==> src/rtl/compressor_block_sequencer_if.sv <==
// compressor_block_sequencer_if
//   Bundles the operand stream, the shift-register and compressor taps, and
//   the result port of compressor_block_sequencer.
//   Ports (signals):
//     in_valid/in_ready/in_data     operand word stream (master -> sequencer)
//     sr_data                       serial column bits to the shift register
//     cmp_dst                       compressor result bus
//     res_valid/res_ready           result handshake
//     res_value/res_expected        captured sum and locally accumulated sum
//     res_mismatch, err_count       comparison flag and mismatch counter
//   Modports: master = stimulus/compressor side, slave = sequencer.
interface compressor_block_sequencer_if #(
    parameter int N_COL = 30,
    parameter int OUT_W = 35
);
    logic             in_valid;
    logic             in_ready;
    logic [N_COL-1:0] in_data;
    logic [N_COL-1:0] sr_data;
    logic [OUT_W-1:0] cmp_dst;
    logic             res_valid;
    logic             res_ready;
    logic [OUT_W-1:0] res_value;
    logic [OUT_W-1:0] res_expected;
    logic             res_mismatch;
    logic [15:0]      err_count;

    modport master (
        output in_valid, in_data, cmp_dst, res_ready,
        input  in_ready, sr_data, res_valid, res_value, res_expected,
               res_mismatch, err_count
    );

    modport slave (
        input  in_valid, in_data, cmp_dst, res_ready,
        output in_ready, sr_data, res_valid, res_value, res_expected,
               res_mismatch, err_count
    );
endinterface

==> src/rtl/compressor_block_sequencer.sv <==
// compressor_block_sequencer
//   Buffers one block of DEPTH column words, streams it into the free-running
//   shift-register front end of the column compressor on DEPTH back-to-back
//   cycles, then captures the compressor sum, checks it against a locally
//   accumulated sum and offers the result on a valid/ready port.
//   Ports:
//     clk   rising-edge clock
//     rst   asynchronous, active-high reset
//     bus   compressor_block_sequencer_if.slave (stream in, sr_data out,
//           cmp_dst in, result port out)
//   Optional feature: define ERR_CNT_EN to enable the saturating 16-bit
//   mismatch counter on err_count; otherwise err_count is tied to zero.
//
//   state    | meaning
//   ---------+----------------------------------------------------------
//   S_LOAD   | accept words into the block buffer, accumulate their sum
//   S_SHIFT  | drive buffer word scnt onto sr_data, one word per cycle
//   S_WAIT   | block fully in the shift register; wait LATENCY cycles
//   S_RESULT | hold the captured result until res_ready
module compressor_block_sequencer #(
    parameter int N_COL   = 30,
    parameter int DEPTH   = 30,
    parameter int OUT_W   = 35,
    parameter int LATENCY = 0
) (
    input logic                          clk,
    input logic                          rst,
    compressor_block_sequencer_if.slave  bus
);
    localparam int          CW    = $clog2(DEPTH + 1);
    localparam logic [CW-1:0] LAST  = CW'(DEPTH - 1);
    localparam logic [CW-1:0] LAT_C = CW'(LATENCY);

    typedef enum logic [1:0] {S_LOAD, S_SHIFT, S_WAIT, S_RESULT} state_t;

    state_t           state;
    logic [CW-1:0]    wcnt;
    logic [CW-1:0]    scnt;
    logic [CW-1:0]    wt;
    logic [OUT_W-1:0] acc;
    logic [N_COL-1:0] blk_mem [DEPTH];

    logic             in_ready_q;
    logic [N_COL-1:0] sr_q;
    logic             res_valid_q;
    logic [OUT_W-1:0] res_value_q;
    logic [OUT_W-1:0] res_expected_q;
    logic             res_mismatch_q;

    logic             accept;
    logic             capture;
    logic             capture_bad;

    assign accept      = (state == S_LOAD) && bus.in_valid && in_ready_q;
    assign capture     = (state == S_WAIT) && (wt == LAT_C);
    assign capture_bad = capture && (bus.cmp_dst != acc);

    // Data storage only; no reset needed since every slot is written before use.
    always_ff @(posedge clk) begin
        if (accept) blk_mem[wcnt] <= bus.in_data;
    end

    always_ff @(posedge clk or posedge rst) begin
        if (rst) begin
            state          <= S_LOAD;
            wcnt           <= '0;
            scnt           <= '0;
            wt             <= '0;
            acc            <= '0;
            in_ready_q     <= 1'b0;
            sr_q           <= '0;
            res_valid_q    <= 1'b0;
            res_value_q    <= '0;
            res_expected_q <= '0;
            res_mismatch_q <= 1'b0;
        end else begin
            case (state)
                S_LOAD: begin
                    in_ready_q <= 1'b1;
                    if (accept) begin
                        acc  <= acc + OUT_W'(bus.in_data);
                        wcnt <= wcnt + CW'(1);
                        if (wcnt == LAST) begin
                            state      <= S_SHIFT;
                            scnt       <= '0;
                            in_ready_q <= 1'b0;
                            // sr_data is registered, so word 0 is launched here;
                            // with DEPTH==1 it is the word being accepted now.
                            sr_q       <= (wcnt == '0) ? bus.in_data : blk_mem[0];
                        end
                    end
                end
                S_SHIFT: begin
                    if (scnt == LAST) begin
                        state <= S_WAIT;
                        wt    <= '0;
                        sr_q  <= '0;
                    end else begin
                        scnt <= scnt + CW'(1);
                        sr_q <= blk_mem[scnt + CW'(1)];
                    end
                end
                S_WAIT: begin
                    if (capture) begin
                        state          <= S_RESULT;
                        res_valid_q    <= 1'b1;
                        res_value_q    <= bus.cmp_dst;
                        res_expected_q <= acc;
                        res_mismatch_q <= capture_bad;
                    end else begin
                        wt <= wt + CW'(1);
                    end
                end
                S_RESULT: begin
                    if (bus.res_ready) begin
                        state       <= S_LOAD;
                        res_valid_q <= 1'b0;
                        acc         <= '0;
                        wcnt        <= '0;
                        in_ready_q  <= 1'b1;
                    end
                end
                default: state <= S_LOAD;
            endcase
        end
    end

`ifdef ERR_CNT_EN
    logic [15:0] err_q;

    always_ff @(posedge clk or posedge rst) begin
        if (rst) begin
            err_q <= '0;
        end else if (capture_bad && (err_q != 16'hFFFF)) begin
            err_q <= err_q + 16'd1;
        end
    end

    assign bus.err_count = err_q;
`else
    assign bus.err_count = 16'h0;
`endif

    assign bus.in_ready     = in_ready_q;
    assign bus.sr_data      = sr_q;
    assign bus.res_valid    = res_valid_q;
    assign bus.res_value    = res_value_q;
    assign bus.res_expected = res_expected_q;
    assign bus.res_mismatch = res_mismatch_q;
endmodule
==> src/flat_wrapper.sv <==
// flat-port wrapper written by rule: the top's interface ports become plain ports
module compressor_block_sequencer_flat 
#(
    parameter int N_COL   = 30,
    parameter int DEPTH   = 30,
    parameter int OUT_W   = 35,
    parameter int LATENCY = 0
)
  (clk, rst, bus_in_valid, bus_in_data, bus_cmp_dst, bus_res_ready, bus_in_ready, bus_sr_data, bus_res_valid, bus_res_value, bus_res_expected, bus_res_mismatch, bus_err_count);
  compressor_block_sequencer_if #(.N_COL(N_COL), .OUT_W(OUT_W)) bus_i ();
  input logic clk;
  input logic rst;
  input wire logic [$bits(bus_i.in_valid)-1:0] bus_in_valid;
  input wire logic [$bits(bus_i.in_data)-1:0] bus_in_data;
  input wire logic [$bits(bus_i.cmp_dst)-1:0] bus_cmp_dst;
  input wire logic [$bits(bus_i.res_ready)-1:0] bus_res_ready;
  output wire logic [$bits(bus_i.in_ready)-1:0] bus_in_ready;
  output wire logic [$bits(bus_i.sr_data)-1:0] bus_sr_data;
  output wire logic [$bits(bus_i.res_valid)-1:0] bus_res_valid;
  output wire logic [$bits(bus_i.res_value)-1:0] bus_res_value;
  output wire logic [$bits(bus_i.res_expected)-1:0] bus_res_expected;
  output wire logic [$bits(bus_i.res_mismatch)-1:0] bus_res_mismatch;
  output wire logic [$bits(bus_i.err_count)-1:0] bus_err_count;
  assign bus_i.in_valid = bus_in_valid;
  assign bus_i.in_data = bus_in_data;
  assign bus_i.cmp_dst = bus_cmp_dst;
  assign bus_i.res_ready = bus_res_ready;
  assign bus_in_ready = bus_i.in_ready;
  assign bus_sr_data = bus_i.sr_data;
  assign bus_res_valid = bus_i.res_valid;
  assign bus_res_value = bus_i.res_value;
  assign bus_res_expected = bus_i.res_expected;
  assign bus_res_mismatch = bus_i.res_mismatch;
  assign bus_err_count = bus_i.err_count;
  compressor_block_sequencer #(.N_COL(N_COL), .DEPTH(DEPTH), .OUT_W(OUT_W), .LATENCY(LATENCY)) u_core (.clk(clk), .rst(rst), .bus(bus_i));
endmodule
==> config.mk <==
export PLATFORM = sky130hd
export DESIGN_NAME = compressor_block_sequencer_flat
export DESIGN_NICKNAME = d
export VERILOG_FILES = /design/src/rtl/compressor_block_sequencer_if.sv /design/src/rtl/compressor_block_sequencer.sv /design/src/flat_wrapper.sv
export SDC_FILE = /design/constraint.sdc
export NUM_CORES = 1
export LEC_CHECK = 0
export CELL_PAD_IN_SITES_DETAIL_PLACEMENT = 2
export CELL_PAD_IN_SITES_GLOBAL_PLACEMENT = 2
export CORE_AREA = 5 5 300 302
export CTS_BUF_LIST = sky130_fd_sc_hd__clkbuf_4
export DETAILED_ROUTE_END_ITERATION = 12
export DIE_AREA = 0 0 305 307
export PLACE_DENSITY_LB_ADDON = 0.1
export SYNTH_ARGS = -nofsm -noshare
export SYNTH_HDL_FRONTEND = slang
export SYNTH_SLANG_ARGS = --single-unit
export TNS_END_PERCENT = 5
==> constraint.sdc <==
create_clock -name clk -period 13.8 [get_ports clk]
set_input_delay 4.14 -clock clk [delete_from_list [all_inputs] [get_ports clk]]
set_output_delay 4.14 -clock clk [all_outputs]
set_load 0.005 [all_outputs]
; After elaboration in Yosys (flattened, before gate mapping)
; Memories as Yosys holds them, arrays and structs flattened.
; Cells that the tools add are included.
[totals]
regBits = 155
inputBits = 69
ramBits = 900
mem_count = 1
out_inout_bits = 119
[classes]
reduce_logical = 19
muxes = 33
eq_ne = 13
addsub = 4
[memory_table]
columns = memory, depth, word_bits, rd, rd_clocked_by_memory_dff, wr, line_no
row1 = u_core.blk_mem, 30, 30, 2, 0, 1, compressor_block_sequencer.sv:41  ; logic [N_COL-1:0] blk_mem [DEPTH];
[ops]
columns = cell, count
row1 = $mux W30, 4
row2 = $mux W35, 2
row3 = $pmux W35 S2, 1
row4 = $pmux W30 S2, 1
row5 = $add A35 B30 Y35, 1
row6 = $mux W5, 7
row7 = $ne A35 B35 Y1, 1
row8 = $pmux W5 S2, 3
row9 = $add A5 B1 Y5 const B, 3
row10 = $reduce_and A3 Y1, 4
row11 = $eq A5 B5 Y1 const B, 2
row12 = $logic_not A5 Y1, 2
row13 = $mux W2, 5
row14 = $ne A2 B2 Y1 const B, 4
row15 = $pmux W2 S4, 1
row16 = $reduce_bool A2 Y1, 4
row17 = $mux W1, 7
row18 = $ne A2 B1 Y1 const B, 3
row19 = $reduce_and A5 Y1, 1
row20 = $eq A2 B2 Y1 const B, 2
row21 = $logic_and A1 B1 Y1, 4
row22 = $pmux W1 S2, 2
row23 = $reduce_and A2 Y1, 2
row24 = $reduce_and A4 Y1, 1
row25 = 2 further kinds, 2

; Logic depth before layout (Yosys ltp)
; Gate-level depths: netlist (run 1).
[logic_depth]
depth_word = 5
depth_mapped = 12
depth_no_buf = 11

; Worst setup path before layout (run 1)
; Ideal clock, no wire load.
[synth_path]
kind = input -> register
from = input bus_in_valid
to = memory u_core.blk_mem[12][0] (enable)
required_time_ns = 13.383
n_path_buf = 1
slack_ns = 7.299
setup_ns = 0.417
t_arrival_ns = 6.084
path_stages = 4
path_cell_list = and3_1 clkbuf_1 nand2_1 nor2_1
[synth_between]
elab_chain_cells = 4
[synth_lines]
columns = element, line_no
row1 = start: declaration, flat_wrapper.sv:13  ; input wire logic [$bits(bus_i.in_valid)-1:0] bus_in_valid;
row2 = $logic_and A1 B1 Y1 (2 in series), compressor_block_sequencer.sv:54  ; assign accept = (state == S_LOAD) && bus.in_valid && in_ready_q;
row3 = $mux W1, compressor_block_sequencer.sv:60  ; if (accept) blk_mem[wcnt] <= bus.in_data;
row4 = $mux W1 (not written as such), compressor_block_sequencer.sv:60
row5 = end: declaration, compressor_block_sequencer.sv:41
; No other way between the ends.

; Worst setup path in the final report (run 1)
[layout_path]
from = input bus_in_valid
to = register u_core.sr_q[0], in the netlist u_core.bus.sr_data[0]
[layout_between]
elab_chain_cells = 4
[layout_lines]
columns = element, line_no
row1 = $logic_and A1 B1 Y1 (2 in series), compressor_block_sequencer.sv:54
row2 = $ne A2 B1 Y1 (no line), --
row3 = $reduce_and A3 Y1 (no line), --
row4 = end signal: assignment, compressor_block_sequencer.sv:89  ; sr_q <= (wcnt == '0) ? bus.in_data : blk_mem[0];
row5 = end signal: assignment, compressor_block_sequencer.sv:100  ; sr_q <= blk_mem[scnt + CW'(1)];
row6 = end: declaration, compressor_block_sequencer.sv:44  ; logic [N_COL-1:0] sr_q;
; No other way between the ends.
; A chain may end at the register's enable or synchronous reset.

==> impl_metrics.toml, run 1 <==
[critical_path]
max_stage_delay_ns = 0.71
worstPathRequired_ns = 14.88
arrival_ns = 7.93
crit_top_cell = "nand2_1"
crit_buf_inv = 1
cp_top_family = "compound AO/OA/AOI/OAI gates"
crit_path_end_kind = "flip-flop"
worstSetupStartpointType = "input pin"
path_cells = "clkdlybuf4s50_1 -> and3_1 -> nand2_1 -> o21ai_1 -> o21a_1 -> nand2_1 -> a221oi_1 -> a221o_1"
crit_path_max_fanout = 11
critPathKind = "input pin to flip-flop"
rrSetupSlack_ns = 8.39
cp_slowest_cell = "nand2_1"

[timing]
min_period_over_period_pct = 49.7
max_freq_ghz = 0.146
skew_ns = 0.127
rsz0062_at_grt = "false"
relSlewSlack_pct = 9.08
final-max-slew-violation-count = 0
final-setup-viol-count = 0
min_period_ns = 6.85
tns_ns = 0
worst_pin_slew_ns = 1.36
hold_viol = 0

[cts]
clock_tree.buffer_depth = 4
h-tree-depth = 5
cts_tree = "done"
cts_hold_buf = 0
cts_made_buffers = 293
cts_setup_buffers = 0
cts-resized-gates = 0
cts_sinks = 1055
insertion_delay_ns = 1.25
cts_root_buf = "clkbuf_4"
clk_pin_slew_ns = 0.08

[synthesis]
yosysWarnings = 0
avgSynthCellArea_um2 = 16.0
synthXorXnorAreaFrac_pct = 1.49
synth-seq-cells = 1055
synth_most_common_cell = "edfxtp_1"
ys.flop_type = "edfxtp_1"
synth.distinct_cells = 57
yosysSeqAreaShare_pct = 71.8
synth_area_leaders = "edfxtp_1 63%, mux4_2 11%, dfrtp_1 9.0%, nand2_1 4.6%, a21oi_1 1.4%"
synth_fa_ha_area_share_pct = 1.27
synth_edf_count = 900
netlist_area_um2 = 43000
synth_common_cells = "900 x edfxtp_1, 529 x nand2_1, 210 x mux4_2"
synth_compound_area_share_pct = 4.45
synth_top_area_cell = "edfxtp_1"
synth_top_area_share_pct = 62.8
synth_top_family_by_area = "multiplexers"
syn_inst = 2695
synth_mux_area_share_pct = 11.8
ys_async_sr_fraction_pct = 14.7
synthSimpleGateAreaFrac_pct = 7.43

[route]
wl_per_cell_um = 37.2
drt_first_iter_violations = 3492
drt-vias-per-instance = 6.41
dr.pass1.iters = 5
postRouteAntennaNets = 0
totalWireLength_um = 166000
via_count = 28700
drc = 0

[min_path]
hold_path.class = "flip-flop to flip-flop"

[pwr]
clock_power_share_pct = 28.6
leakagePower_nw = 17.8
pwr-share-comb_pct = 34.0
p_int_w = 0.00645
power_frac_seq_pct = 37.4
pwr_density_cell_nw_per_um2 = 210
p_sw_w = 0.00406
ir_drop_mv = 0.119
sw_frac_of_total_pct = 38.6

[layout]
layout.cells.non_filler = 4479
final_nets = 3217
fin_util_pct = 57.4
area_delta_synth_final_pct = 16.5
drive_gt1_share_pct = 24.3

[floorplan]
die_w_um = 305
fp-row-count = 109
initial_core_util_pct = 49.2
die_h_um = 307
core_area_um2 = 87400
dieArea_um2 = 93600
num_io_pins = 188

[global_route]
grt_start_max_net_pins = 119
grt_pass1_vias = 31800
antenna_found_initial = 12
grt_pass1_wl_um = 232000
grt_overflow_total = 0
gr-usage-all-layers_pct = 34.4

[placement]
dp.cells = 3974
hpwlAfterDp_um = 87800
gp_congestion = 0.793
portBuffers = 171

[outcome]
outcome = "complete, no violations"

[flow_run]
maxCapViolations = 0
[path summary, 6_finish.rpt]
path / from / to / cells past startpoint
max in group asynchronous: rst / u_core.acc[28] / 3
min reg2reg: u_core.bus.res_value[9] / u_core.bus.res_value[9] / 2
max reg2reg: u_core.scnt[0] / u_core.bus.sr_data[22] / 8
min: u_core.bus.res_value[9] / u_core.bus.res_value[9] / 2
max: bus_in_valid / u_core.bus.sr_data[0] / 8
min in group asynchronous: rst / u_core.acc[6] / 2
[tightest hold or removal path: stages (launching register included)]
cell and delay [ns]:
dfrtp_1 0.34, nand2_1 0.05, nand2_1 0.06
[logic make-up after synthesis]
family,Yosys count
AOI/OAI and AO/OA,319
xor gates and xnor gates,73
adders and majority gates,43
buffers and inverters,173
DFF,1055
muxes,246
other,1
and+or+nand+nor,785
[cell type report]
class	count	area (µm²)
Clock inverter	52	233
Multi-Input combinational cell	1482	11800
Fill cell	7675	37300
Antenna cell	8	20.0
Tap cell	1165	1460
Timing Repair Buffer	254	2370
Inverter	19	78.8
Clock buffer	444	3330
Sequential cell	1055	30900
[cell usage in the layout (no fill, tap or decap), types with 10 or more instances in the layout]
cell and instances:
a21o_1 10, a21oi_1 124, a22o_1 26, a31oi_1 32
buf_4 81, clkbuf_4 444, clkdlybuf4s50_1 171, clkinv_1 36
conb_1 16, dfrtp_1 154, edfxtp_1 900, ha_1 40
inv_1 18, mux2i_1 34, mux4_2 210, nand2_1 529
nand3_1 73, nand4_1 16, nor2_1 88, nor2_4 31
nor3_1 10, nor4_1 11, o21ai_0 43, o21ai_1 45
xnor2_1 22, xor2_1 49
[flip-flops by register name (all words and copies together), names as in the netlist, 5 cells and up]
signal	cells
u_core.acc	35
u_core.blk_mem	900
u_core.bus.res_expected	35
u_core.bus.res_value	35
u_core.bus.sr_data	30
u_core.scnt	5
u_core.wcnt	5
u_core.wt	5
[power groups by stage]
stage	logic, W	clock network [W]	registers (W)
3_3_place_gp	0.00323	0	0.00395
4_1_cts	0.00354	0.00299	0.00393
6_report	0.00357	0.00300	0.00394
3_5_place_dp	0.00341	0	0.00398
5_1_grt	0.00374	0.00322	0.00395
2_1_floorplan	0.00199	0	0.00388
[routing by layer]
metal / part of all wire [%] / vias up / wire, µm / GRT usage (%)
met5: 0.017 / - / 28 / 0
met4: 4.7 / 6 / 7740 / 16.5
met3: 8.2 / 464 / 13600 / 8.65
met2: 51 / 1843 / 84500 / 57.7
met1: 36 / 15200 / 60500 / 42.2
li1: - / 11200 / - / -
[stage by stage]
stage / area (µm²) / hold WS, ns / setup slack (ns) / total power (W)
2_1_floorplan: 43100 / 0.470 / 5.48 / 0.00587
3_3_place_gp: 46500 / 0.459 / 6.36 / 0.00718
3_5_place_dp: 46500 / 0.466 / 6.09 / 0.00739
4_1_cts: 50100 / 0.485 / 7.12 / 0.0105
5_1_grt: 50200 / 0.512 / 6.85 / 0.0109
6_report: 50200 / 0.482 / 6.95 / 0.0105
(Power assumes the default switching activity.)
==> run 2, diff against run 1 <==
--- a/config.mk
+++ b/config.mk
@@ -7,10 +7,10 @@
 export LEC_CHECK = 0
 export CELL_PAD_IN_SITES_DETAIL_PLACEMENT = 2
 export CELL_PAD_IN_SITES_GLOBAL_PLACEMENT = 2
-export CORE_AREA = 5 5 300 302
+export CORE_AREA = 5 5 327 329
 export CTS_BUF_LIST = sky130_fd_sc_hd__clkbuf_4
 export DETAILED_ROUTE_END_ITERATION = 12
-export DIE_AREA = 0 0 305 307
+export DIE_AREA = 0 0 332 334
 export PLACE_DENSITY_LB_ADDON = 0.1
 export SYNTH_ARGS = -nofsm -noshare
 export SYNTH_HDL_FRONTEND = slang
==> constraint.sdc (replaced) <==
create_clock -name clk -period 6.25 [get_ports clk]
set_input_delay 1.875 -clock clk [delete_from_list [all_inputs] [get_ports clk]]
set_output_delay 1.875 -clock clk [all_outputs]
set_load 0.005 [all_outputs]
==> impl_metrics.toml, run 2 (synthesis gave the netlist of run 1 again) <==
[timing]
min_period_over_period_pct = 69.6
max_freq_ghz = 0.230
min_period_ns = 4.35
final-setup-viol-count = 0
relSlewSlack_pct = 19.2
final-max-slew-violation-count = 0
tns_ns = 0
rsz0062_at_grt = "false"
skew_ns = 0.0912
hold_viol = 0
worst_pin_slew_ns = 1.21

[layout]
mostFrequentLayoutCells = "900 x edfxtp_1, 529 x nand2_1, 440 x clkbuf_4"
n_fill_cell = 9683
mostFrequentLayoutCell = "edfxtp_1"
area_delta_synth_final_pct = 18.1
regArea_um2 = 30900
drive_gt1_share_pct = 24.5
final_nets = 3240
largest-register = "u_core.blk_mem"
largest_reg_flops = 900
multi_input_comb_area_um2 = 11800

[global_route]
grt_start_max_net_pins = 107
grt_pass1_wl_um = 209000
gr-usage-all-layers_pct = 25.7
grt_pass1_vias = 30400
grt_overflow_total = 0
antenna_found_initial = 10

[critical_path]
critPathKind = "input pin to flip-flop"
arrival_ns = 5.35
worstSetupStartpointType = "input pin"
worstPathRequired_ns = 7.25
path_cells = "clkdlybuf4s50_1 -> ha_1 -> nand4_1 -> a21oi_1 -> nor4_1 -> a211oi_1 -> nor3b_1 -> o21ai_1 -> xnor2_1 -> a22o_1"
crit_path_max_fanout = 11
rr_startpoint = "u_core.scnt[0]"
max_stage_delay_ns = 0.96
cp-startpoint = "bus_in_data[18]"
crit_path_end_kind = "flip-flop"
cp_slowest_cell = "clkdlybuf4s50_1"

[cts]
cts_root_buf = "clkbuf_4"
cts_sinks = 1055
h-tree-depth = 5
cts-resized-gates = 0
cts_hold_buf = 0
clk_pin_slew_ns = 0.07
cts_made_buffers = 300
cts_tree = "done"
insertion_delay_ns = 1.16
clock_tree.buffer_depth = 4
cts_setup_buffers = 0

[route]
dr_wl_met2_um = 74200
drc = 0
totalWireLength_um = 144000
postRouteAntennaNets = 0
drt-vias-per-instance = 5.65
wl_per_cell_um = 30.5
via_count = 26600
drt_first_iter_violations = 2224
highest_layer = "met5"
dr.pass1.iters = 5
wl_met1_um = 57200
wl_met3_um = 8510

[floorplan]
core_area_um2 = 103000
initial_core_util_pct = 41.7
fp-row-count = 118
die_w_um = 332
die_h_um = 334
dieArea_um2 = 111000
num_io_pins = 188

[pwr]
pwr_density_cell_nw_per_um2 = 440
p_total_w = 0.0224
leakagePower_nw = 18.0
ir_drop_mv = 0.252

[placement]
gp_congestion = 0.808
hpwlAfterDp_um = 88900
portBuffers = 171

[outcome]
outcome = "complete, no violations"

[min_path]
worstHoldStart = "u_core.bus.res_expected[24]"
hold_path.class = "flip-flop to flip-flop"

[flow_run]
maxCapViolations = 0
-- run 2: worst max-delay path, delay by kind of cell --
| family | cells | cell delay, ns |
|---|---|---|
| AND/OR/NAND/NOR | 3 | 1.05 |
| buffers and inverters | 1 | 0.96 |
| XOR/XNOR | 1 | 0.16 |
| adder cells (fa/ha/maj) | 1 | 0.63 |
| AO/OA/AOI/OAI | 4 | 0.63 |
-- run 2: where the power goes --
group / switching (W) / internal [W] / total (W)
Sequential: 0.000483 / 0.00813 / 0.00862
Combinational: 0.00461 / 0.00287 / 0.00748
Clock: 0.00296 / 0.00333 / 0.00629
-- run 2: area by class of cell --
| cell class | instances | area share (%) |
|---|---|---|
| Clock inverter | 63 | 0.635 |
| Sequential cell | 1055 | 60.8 |
| Clock buffer | 440 | 6.50 |
| Inverter | 19 | 0.155 |
| Tap cell | 1380 | 3.40 |
| Multi-Input combinational cell | 1482 | 23.1 |
| Timing Repair Buffer | 270 | 5.39 |
| Antenna cell | 4 | 0.0197 |
-- run 2: final timing paths --
| path | slack (ns) | to | depth (start not counted) |
|---|---|---|---|
| min reg2reg | 0.48 | u_core.bus.res_expected[24] | 2 |
| max reg2reg | 2.00 | u_core.bus.sr_data[21] | 7 |
| min in group asynchronous | 1.25 | u_core.wt[3] | 2 |
| max | 1.90 | u_core.acc[27] | 10 |
| max in group asynchronous | 3.87 | u_core.bus.sr_data[14] | 3 |
| min | 0.48 | u_core.bus.res_expected[24] | 2 |
-- run 2: metrics by stage --
stage               setup slack [ns]  instance area [µm²]  hold WS (ns)  std cells  utilization, %
global route                    1.63                50800         0.500       4711            49.3
finish                          1.90                50800         0.479       4713            49.3
detailed placement             0.793                47200         0.472       4206            45.7
global placement               0.925                47200         0.460       4206            45.7
CTS                             1.91                50800         0.488       4709            49.3
floorplan                      0.197                43100         0.470       2710               -
-- run 2: per-layer routing --
metal	global-route usage (%)	up-vias
li1	-	11300
met3	5.59	227
met2	45.1	920
met1	32.1	14200
met4	8.39	2
met5	0	-
==> run 3, diff against run 2 <==
--- a/config.mk
+++ b/config.mk
@@ -7,10 +7,10 @@
 export LEC_CHECK = 0
 export CELL_PAD_IN_SITES_DETAIL_PLACEMENT = 2
 export CELL_PAD_IN_SITES_GLOBAL_PLACEMENT = 2
-export CORE_AREA = 5 5 327 329
+export CORE_AREA = 5 5 309 311
 export CTS_BUF_LIST = sky130_fd_sc_hd__clkbuf_4
 export DETAILED_ROUTE_END_ITERATION = 12
-export DIE_AREA = 0 0 332 334
+export DIE_AREA = 0 0 314 316
 export PLACE_DENSITY_LB_ADDON = 0.1
 export SYNTH_ARGS = -nofsm -noshare
 export SYNTH_HDL_FRONTEND = slang
==> constraint.sdc (replaced) <==
create_clock -name clk -period 4.5 [get_ports clk]
set_input_delay 1.35 -clock clk [delete_from_list [all_inputs] [get_ports clk]]
set_output_delay 1.35 -clock clk [all_outputs]
set_load 0.005 [all_outputs]
==> impl_metrics.toml, run 3 (synthesis gave the netlist of run 1 again) <==
[outcome]
outcome = "complete, no violations"

[global_route]
antenna_found_initial = 7
grt_pass1_vias = 31500
grt_pass1_wl_um = 226000
grt_start_max_net_pins = 96
gr-usage-all-layers_pct = 31.9
grt_overflow_total = 0

[route]
postRouteAntennaNets = 0
drt_first_iter_violations = 2864
wl_per_cell_um = 34.6
drt-vias-per-instance = 6.13
totalWireLength_um = 157000
drc = 0
dr.pass1.iters = 5
via_count = 27900

[critical_path]
max_stage_delay_ns = 0.89
crit_top_cell = "o21ai_1"
cp_slowest_cell = "and2_1"
worstPathRequired_ns = 5.57
arrival_ns = 4.85
worstSetupStartpointType = "flip-flop"
rrSetupSlack_ns = 0.72
path_cells = "ha_1 -> nand3_1 -> xor2_1 -> and2_1 -> buf_12 -> nor2_1 -> o21ai_1 -> a31oi_1 -> o21ai_1"
crit_buf_inv = 1
cp_top_family = "simple AND/OR/NAND/NOR gates"
critPathKind = "flip-flop to flip-flop"
crit_path_end_kind = "flip-flop"
crit_path_max_fanout = 19

[cts]
cts_setup_buffers = 0
clk_pin_slew_ns = 0.07
cts_hold_buf = 0
cts_tree = "done"
insertion_delay_ns = 1.21
cts_sinks = 1055
cts-resized-gates = 0
cts_root_buf = "clkbuf_4"
h-tree-depth = 5
cts_made_buffers = 297
clock_tree.buffer_depth = 4

[timing]
holdWs_ns = 0.474
worst_pin_slew_ns = 1.06
rsz0062_at_grt = "false"
min_period_ns = 3.78
skew_ns = 0.0972
fin_ws_ns = 0.722
max_freq_ghz = 0.265
relSlewSlack_pct = 29.4
final-setup-viol-count = 0
final-max-slew-violation-count = 0
min_period_over_period_pct = 83.9
hold_viol = 0

[floorplan]
core_area_um2 = 92500
fp-row-count = 112
num_io_pins = 188
dieArea_um2 = 99200
die_w_um = 314
die_h_um = 316
initial_core_util_pct = 46.5

[placement]
hpwlAfterDp_um = 91000
portBuffers = 171
gp_congestion = 0.811
pre_cts_slack_ns = -0.0185

[layout]
drive_gt1_share_pct = 24.8
area_delta_synth_final_pct = 18.2
mostFrequentLayoutCell = "edfxtp_1"
largest-register = "u_core.blk_mem"
mostFrequentLayoutCells = "900 x edfxtp_1, 529 x nand2_1, 431 x clkbuf_4"
largest_reg_flops = 900
final_nets = 3262

[pwr]
p_total_w = 0.0318
leakagePower_nw = 18.1
pwr_density_cell_nw_per_um2 = 624
ir_drop_mv = 0.326

[min_path]
hold_path.class = "flip-flop to flip-flop"

[flow_run]
maxCapViolations = 0
-- run 3: cell count changes in the layout (fill, tap and decap cells not counted), moves of 2 or more --
cell / previous run / this run
buf_4: 76 / 89
buf_12: 23 / 35
clkbuf_4: 440 / 431
clkinv_1: 45 / 52
clkinv_2: 6 / 4
-- run 3: worst paths after layout --
path	start	end	cells after the start
max	u_core.scnt[0]	u_core.bus.sr_data[18]	9
min	u_core.bus.res_value[28]	u_core.bus.res_value[28]	2
max reg2reg	u_core.scnt[0]	u_core.bus.sr_data[18]	9
min reg2reg	u_core.bus.res_value[28]	u_core.bus.res_value[28]	2
max in group asynchronous	rst	u_core.bus.sr_data[15]	3
min in group asynchronous	rst	u_core.bus.res_value[22]	3
-- run 3: per-stage QoR --
step | std cells | utilization (%) | TNS [ns] | cell area (µm²)
2_1_floorplan | 2710 | - | 0 | 43100
3_3_place_gp | 4048 | 51.2 | 0 | 47300
3_5_place_dp | 4048 | 51.2 | -0.0296 | 47300
4_1_cts | 4545 | 55.0 | 0 | 50900
5_1_grt | 4547 | 55.0 | 0 | 50900
6_report | 4549 | 55.0 | 0 | 50900
-- run 3: worst min-delay path, cell delays in order (launching register included) --
cell and delay (ns):
dfrtp_1 0.34, nand2_1 0.05, nand2_1 0.05
-- run 3: where the power goes --
group	internal [W]	switching, W	leakage (nW)	total, W
clock	0.00448	0.00432	2.14	0.00880
combinational	0.00417	0.00683	5.90	0.0110
sequential	0.0113	0.000655	10.1	0.0119
-- run 3: layer usage --
layer / track usage [%] / vias up / routed length [µm]
li1: - / 11300 / -
met1: 39.0 / 14800 / 58100
met2: 54.1 / 1425 / 79400
met3: 7.95 / 376 / 12400
met4: 14.6 / 4 / 7180
met5: 0 / - / 33
-- run 3: final cells by class --
type	instances	area, µm²
multi-input combinational	1482	11800
sequential	1055	30900
antenna	4	10.0
inverter	19	75.1
fill	8341	41600
clock buffer	431	3240
timing repair buffer	295	3080
tap	1197	1500
clock inverter	66	305
